`src/rtl/mem_alu_engine_pkg.sv`:
```
// Shared types and constants for the memory-to-ALU vector engine.
// Imported by the engine, its address generator and the bus interface users.
package mem_alu_pkg;

   localparam int DEF_DATA_W = 8;
   localparam int DEF_ADDR_W = 12;
   localparam int DEF_OP_W   = 4;
   localparam int DEF_LEN_W  = 8;

   typedef enum logic [2:0] {
      IDLE,
      RD_A,
      RD_B,
      EXEC,
      WR,
      FIN
   } state_t;

   localparam logic [3:0] ALU_ADD = 4'd0;
   localparam logic [3:0] ALU_SUB = 4'd1;
   localparam logic [3:0] ALU_AND = 4'd2;
   localparam logic [3:0] ALU_OR  = 4'd3;
   localparam logic [3:0] ALU_XOR = 4'd4;

endpackage

```
`src/rtl/mem_alu_engine_if.sv`:
```
// Memory and ALU bus seen by the engine.
// master = engine side, slave = memory/ALU side.
interface mem_alu_engine_if #(
   parameter int DATA_W = 8,
   parameter int ADDR_W = 12,
   parameter int OP_W   = 4
);

   logic              mem_we;
   logic              mem_re;
   logic [ADDR_W-1:0] mem_addr;
   logic [DATA_W-1:0] mem_wdata;
   logic [DATA_W-1:0] mem_rdata;
   logic [DATA_W-1:0] alu_a;
   logic [DATA_W-1:0] alu_b;
   logic [OP_W-1:0]   alu_op;
   logic [DATA_W-1:0] alu_result;
   logic              alu_carry;

   modport master (
      output mem_we, mem_re, mem_addr, mem_wdata,
      output alu_a, alu_b, alu_op,
      input  mem_rdata, alu_result, alu_carry
   );

   modport slave (
      input  mem_we, mem_re, mem_addr, mem_wdata,
      input  alu_a, alu_b, alu_op,
      output mem_rdata, alu_result, alu_carry
   );

endinterface

```
`src/rtl/mem_alu_addr_gen.sv`:
```
// Latched region bases and element index for one job.
// Produces the three element addresses and the last-element flag.
module mem_alu_addr_gen
   import mem_alu_pkg::*;
#(
   parameter int ADDR_W = DEF_ADDR_W,
   parameter int LEN_W  = DEF_LEN_W
) (
   input  logic              clk,
   input  logic              reset,
   input  logic              load,
   input  logic              inc,
   input  logic [ADDR_W-1:0] src_a,
   input  logic [ADDR_W-1:0] src_b,
   input  logic [ADDR_W-1:0] dst,
   input  logic [LEN_W-1:0]  count,
   output logic [ADDR_W-1:0] addr_a,
   output logic [ADDR_W-1:0] addr_b,
   output logic [ADDR_W-1:0] addr_d,
   output logic              last
);

   logic [ADDR_W-1:0] base_a;
   logic [ADDR_W-1:0] base_b;
   logic [ADDR_W-1:0] base_d;
   logic [LEN_W-1:0]  len;
   logic [LEN_W-1:0]  idx;
   logic [LEN_W:0]    idx_nx;

   always_ff @(posedge clk) begin
      if (reset) begin
         base_a <= '0;
         base_b <= '0;
         base_d <= '0;
         len    <= '0;
         idx    <= '0;
      end else if (load) begin
         base_a <= src_a;
         base_b <= src_b;
         base_d <= dst;
         len    <= count;
         idx    <= '0;
      end else if (inc) begin
         idx    <= idx + 1'b1;
      end
   end

   // Addresses wrap naturally at the top of memory.
   assign addr_a = base_a + ADDR_W'(idx);
   assign addr_b = base_b + ADDR_W'(idx);
   assign addr_d = base_d + ADDR_W'(idx);

   // One extra bit so count = 2^LEN_W-1 compares cleanly.
   assign idx_nx = {1'b0, idx} + {{LEN_W{1'b0}}, 1'b1};
   assign last   = (idx_nx == {1'b0, len});

endmodule

```
`src/rtl/mem_alu_engine.sv`:
```
// Vector engine: reads A/B operand pairs, runs them through the ALU,
// writes results to the destination region, four cycles per element.
module mem_alu_engine
   import mem_alu_pkg::*;
#(
   parameter int DATA_W = DEF_DATA_W,
   parameter int ADDR_W = DEF_ADDR_W,
   parameter int OP_W   = DEF_OP_W,
   parameter int LEN_W  = DEF_LEN_W
) (
   input  logic              clk,
   input  logic              reset,
   input  logic              start,
   input  logic [OP_W-1:0]   opcode,
   input  logic [ADDR_W-1:0] src_a,
   input  logic [ADDR_W-1:0] src_b,
   input  logic [ADDR_W-1:0] dst,
   input  logic [LEN_W-1:0]  count,
   output logic              busy,
   output logic              done,
   output logic              carry_any,
   mem_alu_engine_if.master  bus
);

   state_t            state;
   state_t            nxt;
   logic [OP_W-1:0]   op_q;
   logic [OP_W-1:0]   alu_op_q;
   logic [DATA_W-1:0] a_q;
   logic [DATA_W-1:0] b_q;
   logic              carry_q;
   logic              done_q;
   logic              load;
   logic              inc;
   logic              last;
   logic              we;
   logic              re;
   logic [ADDR_W-1:0] addr;
   logic [DATA_W-1:0] wdata;
   logic [ADDR_W-1:0] addr_a;
   logic [ADDR_W-1:0] addr_b;
   logic [ADDR_W-1:0] addr_d;

   mem_alu_addr_gen #(
      .ADDR_W (ADDR_W),
      .LEN_W  (LEN_W)
   ) u_addr (
      .clk    (clk),
      .reset  (reset),
      .load   (load),
      .inc    (inc),
      .src_a  (src_a),
      .src_b  (src_b),
      .dst    (dst),
      .count  (count),
      .addr_a (addr_a),
      .addr_b (addr_b),
      .addr_d (addr_d),
      .last   (last)
   );

   always_ff @(posedge clk) begin
      if (reset) begin
         state    <= IDLE;
         op_q     <= '0;
         alu_op_q <= '0;
         a_q      <= '0;
         b_q      <= '0;
         carry_q  <= 1'b0;
         done_q   <= 1'b0;
      end else begin
         state  <= nxt;
         done_q <= (state == FIN);
         if (load) begin
            op_q    <= opcode;
            carry_q <= 1'b0;
         end
         if (state == RD_B) a_q <= bus.mem_rdata;
         if (state == EXEC) begin
            b_q      <= bus.mem_rdata;
            alu_op_q <= op_q;
         end
         if (state == WR) carry_q <= carry_q | bus.alu_carry;
      end
   end

   always_comb begin
      nxt   = state;
      load  = 1'b0;
      inc   = 1'b0;
      we    = 1'b0;
      re    = 1'b0;
      addr  = '0;
      wdata = '0;
      unique case (state)
         IDLE: begin
            if (start) begin
               load = 1'b1;
               nxt  = (count == '0) ? FIN : RD_A;
            end
         end
         RD_A: begin
            re   = 1'b1;
            addr = addr_a;
            nxt  = RD_B;
         end
         RD_B: begin
            re   = 1'b1;
            addr = addr_b;
            nxt  = EXEC;
         end
         EXEC: nxt = WR;
         WR: begin
            we    = 1'b1;
            addr  = addr_d;
            wdata = bus.alu_result;
            inc   = 1'b1;
            nxt   = last ? FIN : RD_A;
         end
         FIN:     nxt = IDLE;
         default: nxt = IDLE;
      endcase
      // A reset landing on a write cycle must not commit that write.
      if (reset) begin
         we = 1'b0;
         re = 1'b0;
      end
   end

   assign bus.mem_we    = we;
   assign bus.mem_re    = re;
   assign bus.mem_addr  = addr;
   assign bus.mem_wdata = wdata;
   assign bus.alu_a     = a_q;
   assign bus.alu_b     = b_q;
   assign bus.alu_op    = alu_op_q;

   assign busy      = (state != IDLE);
   assign done      = done_q;
   assign carry_any = carry_q;

endmodule

```
`src/flat_wrapper.sv`:
```
// flat-port wrapper written by rule: the top's interface ports become plain ports
module mem_alu_engine_flat import mem_alu_pkg::*;
#(
   parameter int DATA_W = DEF_DATA_W,
   parameter int ADDR_W = DEF_ADDR_W,
   parameter int OP_W   = DEF_OP_W,
   parameter int LEN_W  = DEF_LEN_W
)
  (clk, reset, start, opcode, src_a, src_b, dst, count, busy, done, carry_any, bus_mem_we, bus_mem_re, bus_mem_addr, bus_mem_wdata, bus_alu_a, bus_alu_b, bus_alu_op, bus_mem_rdata, bus_alu_result, bus_alu_carry);
  mem_alu_engine_if #(.DATA_W(DATA_W), .ADDR_W(ADDR_W), .OP_W(OP_W)) bus_i ();
  input  logic clk;
  input  logic reset;
  input  logic start;
  input  logic [OP_W-1:0] opcode;
  input  logic [ADDR_W-1:0] src_a;
  input  logic [ADDR_W-1:0] src_b;
  input  logic [ADDR_W-1:0] dst;
  input  logic [LEN_W-1:0] count;
  output logic busy;
  output logic done;
  output logic carry_any;
  output wire logic [$bits(bus_i.mem_we)-1:0] bus_mem_we;
  output wire logic [$bits(bus_i.mem_re)-1:0] bus_mem_re;
  output wire logic [$bits(bus_i.mem_addr)-1:0] bus_mem_addr;
  output wire logic [$bits(bus_i.mem_wdata)-1:0] bus_mem_wdata;
  output wire logic [$bits(bus_i.alu_a)-1:0] bus_alu_a;
  output wire logic [$bits(bus_i.alu_b)-1:0] bus_alu_b;
  output wire logic [$bits(bus_i.alu_op)-1:0] bus_alu_op;
  input wire logic [$bits(bus_i.mem_rdata)-1:0] bus_mem_rdata;
  input wire logic [$bits(bus_i.alu_result)-1:0] bus_alu_result;
  input wire logic [$bits(bus_i.alu_carry)-1:0] bus_alu_carry;
  assign bus_mem_we = bus_i.mem_we;
  assign bus_mem_re = bus_i.mem_re;
  assign bus_mem_addr = bus_i.mem_addr;
  assign bus_mem_wdata = bus_i.mem_wdata;
  assign bus_alu_a = bus_i.alu_a;
  assign bus_alu_b = bus_i.alu_b;
  assign bus_alu_op = bus_i.alu_op;
  assign bus_i.mem_rdata = bus_mem_rdata;
  assign bus_i.alu_result = bus_alu_result;
  assign bus_i.alu_carry = bus_alu_carry;
  mem_alu_engine #(.DATA_W(DATA_W), .ADDR_W(ADDR_W), .OP_W(OP_W), .LEN_W(LEN_W)) u_core (.clk(clk), .reset(reset), .start(start), .opcode(opcode), .src_a(src_a), .src_b(src_b), .dst(dst), .count(count), .busy(busy), .done(done), .carry_any(carry_any), .bus(bus_i));
endmodule
```
`config.mk`:
```
export PLATFORM = sky130hd
export DESIGN_NAME = mem_alu_engine_flat
export DESIGN_NICKNAME = d
export VERILOG_FILES = /design/src/rtl/mem_alu_engine_pkg.sv /design/src/rtl/mem_alu_engine_if.sv /design/src/rtl/mem_alu_addr_gen.sv /design/src/rtl/mem_alu_engine.sv /design/src/flat_wrapper.sv
export SDC_FILE = /design/constraint.sdc
export NUM_CORES = 1
export LEC_CHECK = 0
export ABC_AREA = 0
export CORE_MARGIN = 2
export CORE_UTILIZATION = 45
export DETAILED_ROUTE_END_ITERATION = 10
export PLACE_DENSITY_LB_ADDON = 0.15
export SKIP_CTS_REPAIR_TIMING = 1
export SLEW_MARGIN = 20
export SYNTH_ARGS = -nofsm -noshare
export SYNTH_HDL_FRONTEND = slang
export SYNTH_SLANG_ARGS = --single-unit
```
`constraint.sdc`:
```
create_clock -name clk -period 6.1 [get_ports clk]
set_input_delay 0.61 -clock clk [delete_from_list [all_inputs] [get_ports clk]]
set_output_delay 0.61 -clock clk [all_outputs]
set_load 0.01 [all_outputs]
```
After elaboration in Yosys (flattened, before gate mapping)
Index checks and enable logic that the tools add are counted.
- add/sub/neg operators: 5
- equal/unequal tests: 7
- mux-type cells: 14
- bitwise gates (word level): 1
- reduce and logical (&&, ||, !) cells: 6
- operators by type and width (operator ; count):
    $add A12 B8 Y12 ; 3
    $pmux W12 S3 ; 1
    $pmux W3 S5 ; 1
    $add A8 B1 Y9 const B ; 1
    $eq A9 B8 Y1 ; 1
    $mux W3 ; 3
    $add A8 B1 Y8 const B ; 1
    $logic_not A8 Y1 ; 1
    $mux W1 ; 8
    $mux W8 ; 1
    $eq A3 B2 Y1 const B ; 2
    $eq A3 B3 Y1 const B ; 2
    $reduce_or A2 Y1 ; 2
    $eq A3 B1 Y1 const B ; 1
    $logic_not A3 Y1 ; 1
    $reduce_bool A3 Y1 ; 1
    $ne A2 B2 Y1 const B ; 1
    $reduce_bool A2 Y1 ; 1
    $or A1 B1 Y1 ; 1
- flip-flop bits (word level): 81
- input bits: 68
- output and inout bits: 45
- word-level logic and storage cells: 45

Longest topological paths before layout
- depth after elaboration: 4
- depth in mapped cells: 15
- depth with buffers taken out: 14

Cells and area by module
Synthesis repeated with hierarchy kept, for this count alone.
- cells, all modules: 525
- area total of the unflattened synthesis: 4603.2 um^2
- by module, submodules not included (module ; instances ; cells each ; area each (um^2) ; sequential area each (um^2)):
    mem_alu_addr_gen ; 1 ; 354 ; 3200.6 ; 1041.0
    mem_alu_engine ; 1 ; 171 ; 1402.6 ; 580.6

Least setup slack after synthesis
OpenSTA, ideal clock, no wires.
- kind: register -> output
- from: register u_core.state[0]
- to: output bus_mem_addr[11]
- data arrival time: 2.838 ns
- required time: 5.490 ns
- setup slack: 2.652 ns
- stages on the path, launching flop included: 13
- buffers on the path: 2
- cells stage by stage: dfxtp_1 > buf_2 > or3_1 > buf_2 > and3_1 > a221o_1 > ha_1 > a21oi_1 > nor2_1 > o311a_1 > o211ai_1 > nor3_1 > nor3b_1
- word-level cells in the longest chain between the ends: 2
- elaborated cells on any way between the ends: 4
- classes of those cells: eq/ne (3); mux (1)
- RTL lines (item ; RTL line ; source):
    from (decl) ; mem_alu_engine.sv:25 ; state_t state;
    from (signal assigned) ; mem_alu_engine.sv:72 ; state <= nxt;
    $eq A3 B3 Y1, or another cell as far along ; mem_alu_engine.sv:95 ; unique case (state)
    $pmux W12 S3 (*) ; mem_alu_engine.sv:95 ;
    to (decl) ; flat_wrapper.sv:24 ; output wire logic [$bits(bus_i.mem_addr)-1:0] bus_mem_addr;
Every way passes the cells marked *; elsewhere a longest branch is shown, timed or not.

Final worst setup path
- from: register u_core.state[2]
- to: output bus_mem_addr[10]
The elaborated chain is that of the path after synthesis.

==> flow_metrics.py <==
metrics = {
    "floorplanning": {
        "io_pins": 113,
        "num_rows": 34,
        "die_area_um2": 9470,
        "initial_core_util_pct": 45.6,
        "die_x_um": 97.3,
        "core_um2": 8590,
        "die_h_um": 97.3,
    },
    "finish": {
        "final_cell_area_um2": 5260,
        "drive_above_1_share_pct": 5.26,
        "multiInputGateArea_um2": 2110,
        "antenna_cells": 0,
        "area_growth_pct": 34.3,
        "fin_nets": 700,
        "fillers": 786,
        "regArea_um2": 1620,
    },
    "sta": {
        "relSlewSlack_pct": 37.4,
        "finalCriticalPeriod_ps": 5000,
        "setup_viol": 0,
        "rsz0062_at_grt": "no",
        "fin_ws_ps": 1100,
        "skew_ps": 8.24,
        "slew_violations": 0,
        "worst_slew_pin_slew_ps": 936,
        "fin_setup_tns_ps": 0,
        "max_freq_mhz": 200,
        "post-route-period-util_pct": 81.9,
        "final-hold-violation-count": 0,
    },
    "grt": {
        "grt_pass1_wl_mm": 17.6,
        "grt_pass1_vias": 3665,
        "grt_overflow": 0,
        "antenna_found_initial": 0,
        "grt_max_degree": 44,
        "track_usage_pct": 22.8,
    },
    "placement": {
        "dpl-instance-area_um2": 5060,
        "port_buffers": 112,
        "gp_congestion": 0.989,
        "place_hpwl_mm": 8.03,
        "post-place-ws_ps": 1530,
    },
    "worst_setup_path": {
        "cp-end-kind": "output port",
        "startpoint": "u_core.state[2]",
        "cp.arrival_ps": 4390,
        "cpPeakStageDelay_ps": 800,
        "crit_chain": "nor3_2 > buf_4 > nor2_2 > nand2_1 > nand2_1 > ha_1 > inv_1 > fa_1 > nor2b_1 > o211ai_1 > a211oi_1 > o211ai_1 > xnor2_1 > nor2_1 > clkdlybuf4s50_1",
        "regToRegStartpoint": "u_core.state[2]",
        "cp_data_required_time_ps": 5490,
        "worst-path-max-fanout": 27,
        "criticalPathCategory": "flip-flop to output port",
        "cp_slowest_cell": "dfxtp_1",
        "startpoint_type": "flip-flop",
    },
    "synthesis": {
        "synth_area_um2": 3920,
        "syn_avg_cell_area_um2": 7.44,
        "seq_area_frac_synth_pct": 41.4,
        "synth-seq-cells": 81,
        "syn_inst": 527,
        "synth_cell_types": 47,
        "syn-num-nets": 605,
        "yosys_warnings": 0,
    },
    "run_status": {
        "status": "complete, no violations",
    },
    "route": {
        "drtPass1Iterations": 5,
        "via_per_inst": 5.24,
        "vias": 3851,
        "drt_iter0_drc": 168,
        "ant_nets": 0,
        "drc_errors": 0,
        "wirelength_mm": 10.7,
        "wire_per_inst_um": 14.5,
    },
    "pwr": {
        "peakVddDrop_mv": 0.184,
        "p_per_area_nw_per_um2": 342,
        "leakagePower_uw": 0.00192,
    },
    "min_path": {
        "hold_path_class": "flip-flop to flip-flop",
        "min_from": "u_core.op_q[2]",
    },
    "clocking": {
        "clkLatencyLatePin_ps": 350,
        "cts_sinks": 81,
        "cts.htree.levels": 3,
        "cts_tree": "yes",
        "clockRootBuffer": "clkbuf_8",
        "cts_buffer_depth": 2,
        "clk_pin_slew_worst_paths_ps": 90,
        "cts_buffers": 9,
    },
    "flow_run": {
        "max_cap_viol_count": 0,
    },
}
[cells in the final DEF (no fill, tap or decap), types with 4 or more instances in the layout]
cell	n
or3_1	5
ha_1	9
dfxtp_1	81
a22oi_1	8
xnor2_1	15
nor3_1	14
a21oi_1	80
nand2_1	162
buf_4	4
clkbuf_8	9
o211ai_1	5
inv_1	10
nor2b_1	6
clkdlybuf4s50_1	111
and3_1	9
nor2_1	25
nand2b_1	4
nand3_1	5
o21ai_0	15
xor2_1	6
[layer usage]
layer  part of all wire, %  vias up  GRT usage, %
met5                     0        -             0
met4                   2.3        0          9.19
met3                   4.6       20          4.39
met2                    48      106          37.3
met1                    46     1756          29.7
li1                      -     1969             -
[cells by family after synthesis]
| kind of cell | count (synthesis) | share of synthesized area, % |
|---|---|---|
| compound gates | 127 | 18.8 |
| xor+xnor | 21 | 4.69 |
| fa+ha+maj | 10 | 3.38 |
| buf+inv | 43 | 4.66 |
| flops | 81 | 41.4 |
| mux | 2 | 0.511 |
| simple gates | 243 | 26.6 |
[power breakdown]
group / total [µW] / internal [µW] / switching (µW)
Combinational: 697 / 291 / 406
Clock: 404 / 196 / 208
Sequential: 696 / 618 / 78.0
Total: 1800 / 1110 / 692
[worst paths after layout]
check                                                to  slack [ps]  depth (start not counted)
worst max-delay path                   bus_mem_addr[10]        1100                         15
worst min-delay path               u_core.bus.alu_op[2]         460                          2
worst max register to register  u_core.u_addr.base_b[7]        3630                          5
worst min register to register     u_core.bus.alu_op[2]         460                          2
[flip-flops by register name, indices dropped and copies added (netlist names)]
| name | count |
|---|---|
| u_core.bus.alu_a | 8 |
| u_core.bus.alu_b | 8 |
| u_core.bus.alu_op | 4 |
| u_core.carry_any | 1 |
| u_core.done | 1 |
| u_core.op_q | 4 |
| u_core.state | 3 |
| u_core.u_addr.base_a | 12 |
| u_core.u_addr.base_b | 12 |
| u_core.u_addr.base_d | 12 |
| u_core.u_addr.idx | 8 |
| u_core.u_addr.len | 8 |
[worst max-delay path: cells and delay by family (launching register included)]
| kind | cells | cell delay, ps |
|---|---|---|
| compound gates | 3 | 620 |
| xor+xnor | 1 | 140 |
| buf+inv | 3 | 870 |
| fa+ha+maj | 2 | 530 |
| flops | 1 | 800 |
| simple gates | 6 | 1080 |
[final cells by class]
cell class              instances  share of cell area (%)
inverters                      11                   0.785
multi-input cells             403                    40.2
repair buffers                116                    21.8
clock buffers                  10                    2.43
flip-flops and latches         81                    30.8
well taps                     108                    2.57
clock inverters                 6                    1.43
[synthesized netlist by cell type, drive strengths merged]
| cell type | number | area share, % |
|---|---|---|
| and2 | 2 | 0.32 |
| a21boi | 1 | 0.19 |
| inv | 11 | 1.1 |
| a21o | 1 | 0.22 |
| a22oi | 8 | 1.5 |
| o311a | 1 | 0.26 |
| nand2 | 162 | 16 |
| a211oi | 1 | 0.19 |
| o22ai | 1 | 0.16 |
| nor3b | 1 | 0.19 |
| o211ai | 5 | 0.96 |
| a221o | 1 | 0.26 |
| clkbuf | 21 | 2.0 |
| o221ai | 1 | 0.22 |
| xor2 | 6 | 1.3 |
| nor4bb | 1 | 0.26 |
| o21ai | 15 | 1.9 |
| nor4 | 2 | 0.32 |
| ha | 9 | 2.9 |
| a22o | 1 | 0.22 |
| o22a | 2 | 0.45 |
| a21oi | 81 | 10 |
| fa | 1 | 0.51 |
| o21bai | 1 | 0.19 |
| or2 | 2 | 0.32 |
| dfxtp | 81 | 41 |
| nand2b | 4 | 0.64 |
| nand3 | 6 | 0.89 |
| nor3 | 15 | 2.0 |
| buf | 11 | 1.6 |
| nor2 | 27 | 2.7 |
| mux2i | 2 | 0.51 |
| a211o | 2 | 0.45 |
| o221a | 2 | 0.57 |
| xnor2 | 15 | 3.4 |
| nor2b | 6 | 0.96 |
| or3 | 6 | 0.99 |
| and3 | 9 | 1.4 |
| a31o | 1 | 0.22 |
| a31oi | 2 | 0.32 |
[stage by stage]
stage / hold slack [ps] / util (%) / std cells / total power, µW
floorplan: 432 / - / 527 / 1150
global placement: 439 / 58.9 / 719 / 1390
detailed placement: 446 / 58.9 / 719 / 1410
CTS: 458 / 61.2 / 735 / 1810
global route: 478 / 61.2 / 735 / 1920
finish: 457 / 61.2 / 735 / 1800
(Power assumes the default switching activity.)
